[config.mk]
export PLATFORM = sky130hd
export DESIGN_NAME = irq_arbiter
export DESIGN_NICKNAME = d
export VERILOG_FILES = /design/src/rtl/irq_arbiter_pkg.sv /design/src/rtl/irq_edge_sync.sv /design/src/rtl/irq_arbiter.sv
export SDC_FILE = /design/constraint.sdc
export NUM_CORES = 1
export LEC_CHECK = 0
export CELL_PAD_IN_SITES_DETAIL_PLACEMENT = 2
export CELL_PAD_IN_SITES_GLOBAL_PLACEMENT = 2
export CORE_ASPECT_RATIO = 0.75
export CORE_MARGIN = 5
export CORE_UTILIZATION = 31
export CTS_CLUSTER_DIAMETER = 200
export DETAILED_ROUTE_END_ITERATION = 8
export GPL_ROUTABILITY_DRIVEN = 0
export PLACE_DENSITY_LB_ADDON = 0.2
export SYNTH_ARGS = -nofsm -noshare
export SYNTH_HDL_FRONTEND = slang
export SYNTH_SLANG_ARGS = --single-unit
[constraint.sdc]
create_clock -name clk -period 3.5 [get_ports clk]
set_input_delay 0.7 -clock clk [delete_from_list [all_inputs] [get_ports clk]]
set_output_delay 0.7 -clock clk [all_outputs]
set_load 0.005 [all_outputs]
[src/rtl/irq_arbiter_pkg.sv]
// irq_arbiter_pkg: shared register offsets, FSM states and helpers for irq_arbiter.
package irq_arbiter_pkg;

    // Register offsets relative to BASE_ADDR
    localparam logic [1:0] IRQ_PEND = 2'd0;
    localparam logic [1:0] IRQ_MASK = 2'd1;
    localparam logic [1:0] IRQ_VEC  = 2'd2;
    localparam logic [1:0] IRQ_EOI  = 2'd3;

    // Bit of the VECTOR register that mirrors in_service
    localparam int VEC_VALID_BIT = 7;

    typedef enum logic [1:0] {
        IDLE    = 2'd0,
        REQ     = 2'd1,
        SERVICE = 2'd2
    } irq_state_t;

    // Index of the lowest set bit; source 0 has the highest priority
    function automatic logic [2:0] lowest_idx(input logic [7:0] v);
        lowest_idx = 3'd0;
        for (int i = 7; i >= 0; i--)
            if (v[i]) lowest_idx = 3'(i);
    endfunction

endpackage

[src/rtl/irq_edge_sync.sv]
// irq_edge_sync: synchronizes one asynchronous source and emits a one-cycle rising-edge pulse.
//   clk, rst  : clock, asynchronous active-high reset
//   i_async   : raw asynchronous input
//   o_rise    : one-cycle pulse on a synchronized 0->1 transition
module irq_edge_sync #(
    parameter int STAGES = 2
) (
    input  logic clk,
    input  logic rst,
    input  logic i_async,
    output logic o_rise
);

    logic [STAGES-1:0] r_sync;
    logic              r_prev;

    always_ff @(posedge clk or posedge rst) begin
        if (rst) begin
            r_sync <= '0;
            r_prev <= 1'b0;
        end else begin
            r_sync <= {r_sync[STAGES-2:0], i_async};
            r_prev <= r_sync[STAGES-1];
        end
    end

    // Combinational so the pending bit sets on the edge after the last sync stage
    assign o_rise = r_sync[STAGES-1] & ~r_prev;

endmodule

[src/rtl/irq_arbiter.sv]
// irq_arbiter: fixed-priority interrupt controller for the pacoblaze3 interrupt/ack handshake.
//   clk, rst                  : clock, asynchronous active-high reset
//   irq_src[NSRC]             : raw rising-edge interrupt sources (source 0 highest priority)
//   port_id, write_strobe,
//   read_strobe, out_port     : pblaze port bus (PENDING/MASK/VECTOR/EOI at BASE_ADDR+0..3)
//   in_port, in_sel           : combinational read data and address-hit flag
//   interrupt, interrupt_ack  : CPU request / one-cycle acknowledge
//   in_service                : an ISR is running until EOI is written
module irq_arbiter
    import irq_arbiter_pkg::*;
#(
    parameter int         NSRC        = 4,
    parameter logic [7:0] BASE_ADDR   = 8'h40,
    parameter int         SYNC_STAGES = 2
) (
    input  logic            clk,
    input  logic            rst,
    input  logic [NSRC-1:0] irq_src,
    input  logic [7:0]      port_id,
    input  logic            write_strobe,
    input  logic            read_strobe,
    input  logic [7:0]      out_port,
    output logic [7:0]      in_port,
    output logic            in_sel,
    output logic            interrupt,
    input  logic            interrupt_ack,
    output logic            in_service
);

    logic [NSRC-1:0] w_rise, w_req, w_w1c, w_ack_clr;
    logic [NSRC-1:0] r_pend, r_mask;
    logic [7:0]      w_off, w_pend8, w_mask8, w_req8, w_vec8, w_stat8;
    logic            w_wr, w_ack, w_eoi;
    logic [2:0]      r_sel, r_vec;
    logic            r_irq, r_insvc;
    irq_state_t      r_state;
    logic [8:0]      w_unused;

    genvar i;
    generate
        for (i = 0; i < NSRC; i++) begin : g_src
            irq_edge_sync #(.STAGES(SYNC_STAGES)) u_sync (
                .clk    (clk),
                .rst    (rst),
                .i_async(irq_src[i]),
                .o_rise (w_rise[i])
            );
        end
    endgenerate

    // Reads have no side effects, and only the low NSRC data bits are stored
    assign w_unused  = {read_strobe, out_port};

    assign w_off     = port_id - BASE_ADDR;
    assign in_sel    = w_off < 8'd4;
    assign w_wr      = write_strobe && in_sel;
    assign w_eoi     = w_wr && w_off[1:0] == IRQ_EOI;
    assign w_ack     = r_state == REQ && interrupt_ack;
    assign w_req     = r_pend & r_mask;
    assign w_w1c     = (w_wr && w_off[1:0] == IRQ_PEND) ? out_port[NSRC-1:0] : '0;
    assign w_ack_clr = w_ack ? NSRC'(1) << r_sel : '0;

    always_comb begin
        w_pend8                = '0;
        w_mask8                = '0;
        w_req8                 = '0;
        w_vec8                 = '0;
        w_pend8[NSRC-1:0]      = r_pend;
        w_mask8[NSRC-1:0]      = r_mask;
        w_req8[NSRC-1:0]       = w_req;
        w_vec8[2:0]            = r_vec;
        w_vec8[VEC_VALID_BIT]  = r_insvc;
    end

    assign w_stat8 = {6'b0, r_irq, r_insvc};

    assign in_port = !in_sel                  ? 8'h00   :
                     w_off[1:0] == IRQ_PEND   ? w_pend8 :
                     w_off[1:0] == IRQ_MASK   ? w_mask8 :
                     w_off[1:0] == IRQ_VEC    ? w_vec8  : w_stat8;

    // A new edge always wins over both software W1C and the ack clear
    always_ff @(posedge clk or posedge rst) begin
        if (rst) begin
            r_pend <= '0;
            r_mask <= '0;
        end else begin
            r_pend <= (r_pend & ~w_w1c & ~w_ack_clr) | w_rise;
            if (w_wr && w_off[1:0] == IRQ_MASK)
                r_mask <= out_port[NSRC-1:0];
        end
    end

    // sel_id is latched on leaving IDLE and frozen until the ack, whatever
    // software does to pending or mask in between
    always_ff @(posedge clk or posedge rst) begin
        if (rst) begin
            r_state <= IDLE;
            r_sel   <= '0;
            r_vec   <= '0;
            r_irq   <= 1'b0;
            r_insvc <= 1'b0;
        end else begin
            case (r_state)
                IDLE: if (|w_req) begin
                    r_sel   <= lowest_idx(w_req8);
                    r_irq   <= 1'b1;
                    r_state <= REQ;
                end
                REQ: if (interrupt_ack) begin
                    r_irq   <= 1'b0;
                    r_vec   <= r_sel;
                    r_insvc <= 1'b1;
                    r_state <= SERVICE;
                end
                SERVICE: if (w_eoi) begin
                    r_insvc <= 1'b0;
                    r_state <= IDLE;
                end
                default: r_state <= IDLE;
            endcase
        end
    end

    assign interrupt  = r_irq;
    assign in_service = r_insvc;

endmodule

Word level (Yosys, flattened, before mapping) --
Index checks and enable logic that the tools add are counted.
Operators by class: bitwise operators 14, shift-type cells 1, reduce and logical (&&, ||, !) cells 15, add/subtract/negate cells 1, multiplexer cells 20, order comparisons 1, equality and inequality tests 8
Operators by type and width (count):
- two-way mux 8 bit | 4
- bitwise AND 4 bit | 3
- two-way mux 3 bit | 3
- AND reduction 3 bit | 3
- less-than comparator 8 x 3 -> 1 bit (second input constant) | 1
- two-way mux 2 bit | 4
- two-way mux 4 bit | 2
- inverter 4 bit | 2
- subtractor 8 x 7 -> 8 bit (second input constant) | 1
- equality test 2 bit (second input constant) | 3
- != test 2 bit (second input constant) | 3
- case mux 2 bit (3 select lines) | 1
- logical AND 1 bit | 5
- bitwise AND 1 bit | 4
- equality test 2 x 1 -> 1 bit (second input constant) | 2
- logical NOT 2 bit | 2
- two-way mux 1 bit | 4
- inverter 1 bit | 4
- bitwise OR 4 bit | 1
- case mux 1 bit (2 select lines) | 2
- AND reduction 2 bit | 2
- nonzero test 2 bit | 2
- OR reduction 4 bit | 1
- left shift 1 x 3 -> 4 bit (first input constant) | 1
Word-level totals: output and inout port bits 11, logic and storage cells 75, input bits 25, flip-flop bits (word level) 30

Depth between registers and ports, before layout --
Gate-level depths: netlist (run 1).
depth in word-level cells 9, depth in mapped cells 4, depth with buffers taken out 4

Cells and area by module --
Synthesis (run 1) repeated with hierarchy kept, for this count alone.
Second synthesis, totals: cells, all modules 100, area, all modules 1298.7 um^2
Modules (own cells, without submodules):
- irq_arbiter | cells each 80, sequential area each 400.4 um^2, times used 1, area an instance 928.4 um^2
- irq_edge_sync | cells each 5, sequential area each 75.1 um^2, times used 4, area an instance 92.6 um^2

Worst setup path after synthesis (run 1) --
OpenSTA, ideal clock, no wires.
kind input -> output, from input port port_id[2], to output port in_port[7], required time 2.800 ns, path buffers 0, path slack 0.831 ns, data arrival time 1.969 ns, stages on the path 3, cell sequence or4b_4 -> or4b_4 -> nor3b_1
On the way: cells in the longest elaborated chain, start to end 3
RTL lines:
- from (decl) | line irq_arbiter.sv:19 | input logic [7:0] port_id,
- subtractor 8 x 7 -> 8 bit | line irq_arbiter.sv:54 | assign w_off = port_id - BASE_ADDR;
- less-than comparator 8 x 3 -> 1 bit | line irq_arbiter.sv:55 | assign in_sel = w_off < 8'd4;
- two-way mux 8 bit | line irq_arbiter.sv:77 | assign in_port = !in_sel ? 8'h00 :
- to (decl) | line irq_arbiter.sv:23 | output logic [7:0] in_port,
No other way between the ends.

Worst setup path after layout (run 1) --
from input port port_id[2], to output port in_port[0]
Same word-level chain as after synthesis.

==> flow_metrics.tcl, run 1 <==
set metrics [dict create \
    status "finished clean" \
    diodes 0 \
    initial_core_util_pct 32.4 \
    syn_to_final_growth_pct 32.7 \
    end_kind "output pin" \
    worstMarginPinSlew_ps 1040 \
    viasPerCell 4.86 \
    ctsHtreeMaxLevel 1 \
    fmax_ghz 0.290 \
    cts_buffer_depth 2 \
    grt_pass1_wl_mm 5.13 \
    crit_type "input port to output pin" \
    clock_sinks 28 \
    die_h_um 63.8 \
    ant_nets 0 \
    cts_buffers 3 \
    overflow 0 \
    final_area_um2 1590 \
    via_count 895 \
    ys.flop_type "dfrtp_1" \
    drv_cap 0 \
    io_buffers 27 \
    rows 19 \
    wl_per_cell_um 16.6 \
    final_cells 184 \
    worst_slack_ps 55.5 \
    crit_fanout 3 \
    io_pins 36 \
    critPathRequiredTime_ps 2800 \
    max_slew_margin_pct 30.6 \
    placed_cells 180 \
    yosys.cell_types.count 32 \
    antenna_found_initial 0 \
    routed_wl_mm 3.05 \
    leakage_nw 0.703 \
    drive_gt1_share_pct 14.4 \
    hold_ws_ps 357 \
    fin_crit_ps 3440 \
    clk_latency_ps 260 \
    netlist_area_um2 1190 \
    fin_nets 158 \
    rsz0062_at_grt "no" \
    avgSynthCellArea_um2 11.8 \
    die-area_um2 5210 \
    grt_pass1_vias 1067 \
    root_buffer "clkbuf_8" \
    cp-start-kind "input port" \
    timing.final.crit_share_pct 98.4 \
    hold_buffers 0 \
    synth_edf_count 0 \
    path_clk_slew_ps 90 \
    hold_violations 0 \
    placed_cell_area_um2 1530 \
    die_w_um 81.7 \
    seq_area_frac_synth_pct 58.6 \
    power.total_w 0.000805 \
    grt_use_total_pct 12.7 \
    drt_pass1_iterations 3 \
    tritoncts "yes" \
    yosysWarningCount 0 \
    critPathArrivalTime_ps 2740 \
    clock_skew_ps 3.69 \
    drtIter0Drc 10 \
    ys_ff_latch 28 \
    drc 0 \
    slew_violations 0 \
    grt_max_degree 29 \
    powerDensity_nw_per_um2 508 \
    irDropWorstVdd_mv 0.320 \
    syn_inst 101 \
    synth-async-reset-ratio_pct 100 \
    core_um2 3680 \
    finalSetupViolations 0 \
    preCtsSetupSlack_ps -78.2 \
    min_path_type "flop to flop" \
]
## worst max-delay path, stage by stage
cell             delay, ps
clkdlybuf4s50_1        400
or4b_4                 550
or3_2                  460
nor2b_2                130
clkdlybuf4s50_1        500
## flip-flops by register name, summed over array words and instances (netlist names)
signal               cells
in_service               1
r_sel                    2
g_src.u_sync.r_sync      8
interrupt                1
r_mask                   4
r_state                  2
r_vec                    2
g_src.u_sync.r_prev      4
r_pend                   4
## logic make-up (layout without fill, tap and decap cells)
family	after synthesis	count (layout)	synth area share, %
buffers and inverters	11	40	4.40
AND/OR/NAND/NOR	37	37	17.5
AO/OA/AOI/OAI	15	15	9.01
multiplexers	9	9	10.2
flip-flops	28	28	58.6
other	1	3	0.314
## path summary, 6_finish.rpt
path                                           start                        end  slack [ps]  depth (start not counted)
setup / recovery                          port_id[2]                 in_port[0]          60                          5
hold / removal             g_src[2].u_sync.r_sync[0]  g_src[2].u_sync.r_sync[1]         360                          0
setup reg to reg                          r_state[1]                  r_pend[0]        2040                          4
hold reg to reg            g_src[2].u_sync.r_sync[0]  g_src[2].u_sync.r_sync[1]         360                          0
max in group asynchronous                        rst                  r_mask[1]        1890                          2
min in group asynchronous                        rst     g_src[3].u_sync.r_prev         990                          2
## routing by layer
| layer | global-route usage, % | routed length (um) | share of wire [%] | up-vias |
|---|---|---|---|---|
| met5 | 0 | 0 | 0 | - |
| met3 | 3.79 | 210 | 6.9 | 2 |
| li1 | - | - | - | 412 |
| met4 | 2.49 | 18 | 0.59 | 0 |
| met2 | 20.5 | 1390 | 45 | 26 |
| met1 | 17.0 | 1440 | 47 | 455 |
## power by group
group,switching [W],total (W),internal (W)
Combinational,0.0000743,0.000177,0.000102
Sequential,0.0000578,0.000438,0.000380
Clock,0.0000905,0.000191,0.000100
Total,0.000223,0.000805,0.000583
## area by class of cell
cell class	count	area, um2
sequential	28	701
clock buffer	4	55.1
multi-input combinational	64	452
inverter	7	26.3
timing repair buffer	29	287
fill	391	2100
tap	52	65.1
## per-stage QoR
step                      util, %  setup TNS (ps)
final                        43.0               0
after global routing         43.0               0
after CTS                    42.9               0
after detailed placement     41.4           -78.2
after global placement       41.4           -71.7
after floorplan                 -               0
## cells in the final DEF (no fill, tap or decap), types with 3 or more instances in the layout
master,n
dfrtp_1,28
nor2_1,3
conb_1,3
o21ai_0,3
nand3_1,5
clkbuf_8,4
mux2_2,5
nand2_1,11
clkdlybuf4s50_1,25
inv_1,7
## timing repair
item	CTS	global route
endpoints found under the setup margin	1	2
resized for setup	1	2
buffers inserted	0	0
## cell usage after synthesis (2+ instances only)
| master | count | area [um2] |
|---|---|---|
| or2_2 | 2 | 12.5 |
| nand3_1 | 5 | 25.0 |
| o21ai_0 | 3 | 15.0 |
| o22ai_1 | 2 | 12.5 |
| nand2_1 | 11 | 41.3 |
| a21oi_1 | 2 | 10.0 |
| dfrtp_1 | 28 | 701 |
| or4b_4 | 2 | 27.5 |
| inv_1 | 7 | 26.3 |
| nor3_1 | 2 | 10.0 |
| nor2_1 | 3 | 11.3 |
| buf_4 | 3 | 22.5 |
| mux2i_1 | 2 | 20.0 |
| a32o_1 | 2 | 20.0 |
| and3_1 | 2 | 12.5 |
| nand2b_1 | 2 | 12.5 |
| mux4_2 | 2 | 45.0 |
| mux2_2 | 5 | 56.3 |
| nor2b_1 | 3 | 18.8 |
(Power assumes the default switching activity.)
==> run 2, diff against run 1 <==
--- a/config.mk
+++ b/config.mk
@@ -14,6 +14,7 @@
 export DETAILED_ROUTE_END_ITERATION = 8
 export GPL_ROUTABILITY_DRIVEN = 0
 export PLACE_DENSITY_LB_ADDON = 0.2
+export RECOVER_POWER = 100
 export SYNTH_ARGS = -nofsm -noshare
 export SYNTH_HDL_FRONTEND = slang
 export SYNTH_SLANG_ARGS = --single-unit
==> flow_metrics.tcl, run 2 (synthesized netlist as in run 1, its figures left out) <==
set metrics [dict create \
    status "finished clean" \
    antenna_found_initial 0 \
    grt_pass1_vias 1067 \
    final_common_cell "dfrtp_1" \
    largest_reg_flops 8 \
    syn_to_final_growth_pct 31.5 \
    tritoncts "yes" \
    critPathLaunch "port_id[2]" \
    worstMarginPinSlew_ps 1040 \
    wl_per_cell_um 16.5 \
    irDropWorstVdd_mv 0.320 \
    hold_violations 0 \
    clk_latency_ps 260 \
    min_path_type "flop to flop" \
    cp-start-kind "input port" \
    end_kind "output pin" \
    drive_gt1_share_pct 12.1 \
    layout_common_cells "dfrtp_1 (28), clkdlybuf4s50_1 (15), nand2_1 (11), dlygate4sd3_1 (10), inv_1 (7)" \
    crit_type "input port to output pin" \
    leakage_nw 0.682 \
    powerDensity_nw_per_um2 508 \
    die-area_um2 5210 \
    top_register "g_src.u_sync.r_sync" \
    initial_core_util_pct 32.4 \
    final_area_um2 1570 \
    diodes 0 \
    rows 19 \
    core_um2 3680 \
    grt_max_degree 29 \
    io_pins 36 \
    grt_use_total_pct 12.7 \
    routed_wl_mm 3.04 \
    die_h_um 63.8 \
    slew_violations 0 \
    placed_cell_area_um2 1530 \
    reg2regPathDepth 4 \
    drtIter0Drc 11 \
    fin_crit_ps 3440 \
    critPathRequiredTime_ps 2800 \
    clock_skew_ps 3.68 \
    hold_buffers 0 \
    grt_pass1_wl_mm 5.13 \
    critPathCapture "in_port[0]" \
    fmax_ghz 0.291 \
    rsz0062_at_grt "no" \
    timing.final.crit_share_pct 98.3 \
    drc 0 \
    finalSetupViolations 0 \
    fin_nets 158 \
    crit_fanout 3 \
    max_slew_margin_pct 30.6 \
    ant_nets 0 \
    overflow 0 \
    critPathArrivalTime_ps 2740 \
    cts_buffers 3 \
    via_count 895 \
    drt_pass1_iterations 3 \
    cts_buffer_depth 2 \
    ctsHtreeMaxLevel 1 \
    r2r-start "r_state[1]" \
    r2r_end "r_pend[0]" \
    path_clk_slew_ps 90 \
    fin_util_pct 42.6 \
    clock_sinks 28 \
    r2r_slack_ps 2040 \
    preCtsSetupSlack_ps -78.2 \
    root_buffer "clkbuf_8" \
    die_w_um 81.7 \
    worst_slack_ps 61.0 \
    io_buffers 27 \
    drv_cap 0 \
    viasPerCell 4.86 \
]
[run 2: cell types whose count changed in the layout (fill, tap and decap cells not counted)]
cell             before  now
buf_4                 2    0
or4b_1                0    1
dlymetal6s2s_1        1    0
or4b_4                2    1
clkbuf_1              0    2
dlygate4sd3_1         0   10
clkdlybuf4s25_1       0    1
clkdlybuf4s50_1      25   15
[run 2: per-layer routing]
layer	routed length [um]	vias up	GRT usage [%]
li1	-	412	-
met1	1440	455	17.0
met2	1390	26	20.5
met3	199	2	3.79
met4	18	0	2.49
met5	0	-	0
[run 2: what timing repair did]
| action | CTS | global route |
|---|---|---|
| setup endpoints to repair | 1 | 2 |
| pin swaps | 0 | 0 |
| resized for setup | 1 | 2 |
| setup buffers | 0 | 0 |
| cloned | 0 | 0 |
[run 2: critical path: stages]
cell             delay, ps
clkdlybuf4s50_1        400
or4b_4                 550
or3_2                  460
nor2b_2                130
clkdlybuf4s50_1        500
[run 2: power breakdown]
part | leakage (nW) | switching (W) | internal (W)
clock | 0.0288 | 0.0000905 | 0.000100
combinational | 0.324 | 0.0000742 | 0.0000966
sequential | 0.330 | 0.0000571 | 0.000380
[run 2: cell type report]
class,count,area (um2)
clock buffers,4,55.1
fillers,394,2110
inverters,7,26.3
multi-input cells,64,448
flip-flops and latches,28,701
well taps,52,65.1
repair buffers,29,277
[run 2: through the flow]
stage                     total power [W]  hold WS (ps)  setup TNS [ps]  std cells
after floorplan                  0.000531           331               0        103
after global placement           0.000607           332           -71.7        180
after detailed placement         0.000620           337           -78.2        180
after CTS                        0.000816           361               0        184
after global routing             0.000854           374               0        184
final                            0.000799           357               0        184
[run 2: worst min path at each step]
stage	start	to	slack, ps	depth (start not counted)
floorplan	g_src[0].u_sync.r_sync[0]	g_src[0].u_sync.r_sync[1]	330	0
global placement	g_src[3].u_sync.r_sync[0]	g_src[3].u_sync.r_sync[1]	330	0
detailed placement	g_src[1].u_sync.r_sync[0]	g_src[1].u_sync.r_sync[1]	340	0
CTS	g_src[2].u_sync.r_sync[0]	g_src[2].u_sync.r_sync[1]	360	0
global route	g_src[3].u_sync.r_sync[0]	g_src[3].u_sync.r_sync[1]	370	0
finish	g_src[2].u_sync.r_sync[0]	g_src[2].u_sync.r_sync[1]	360	0
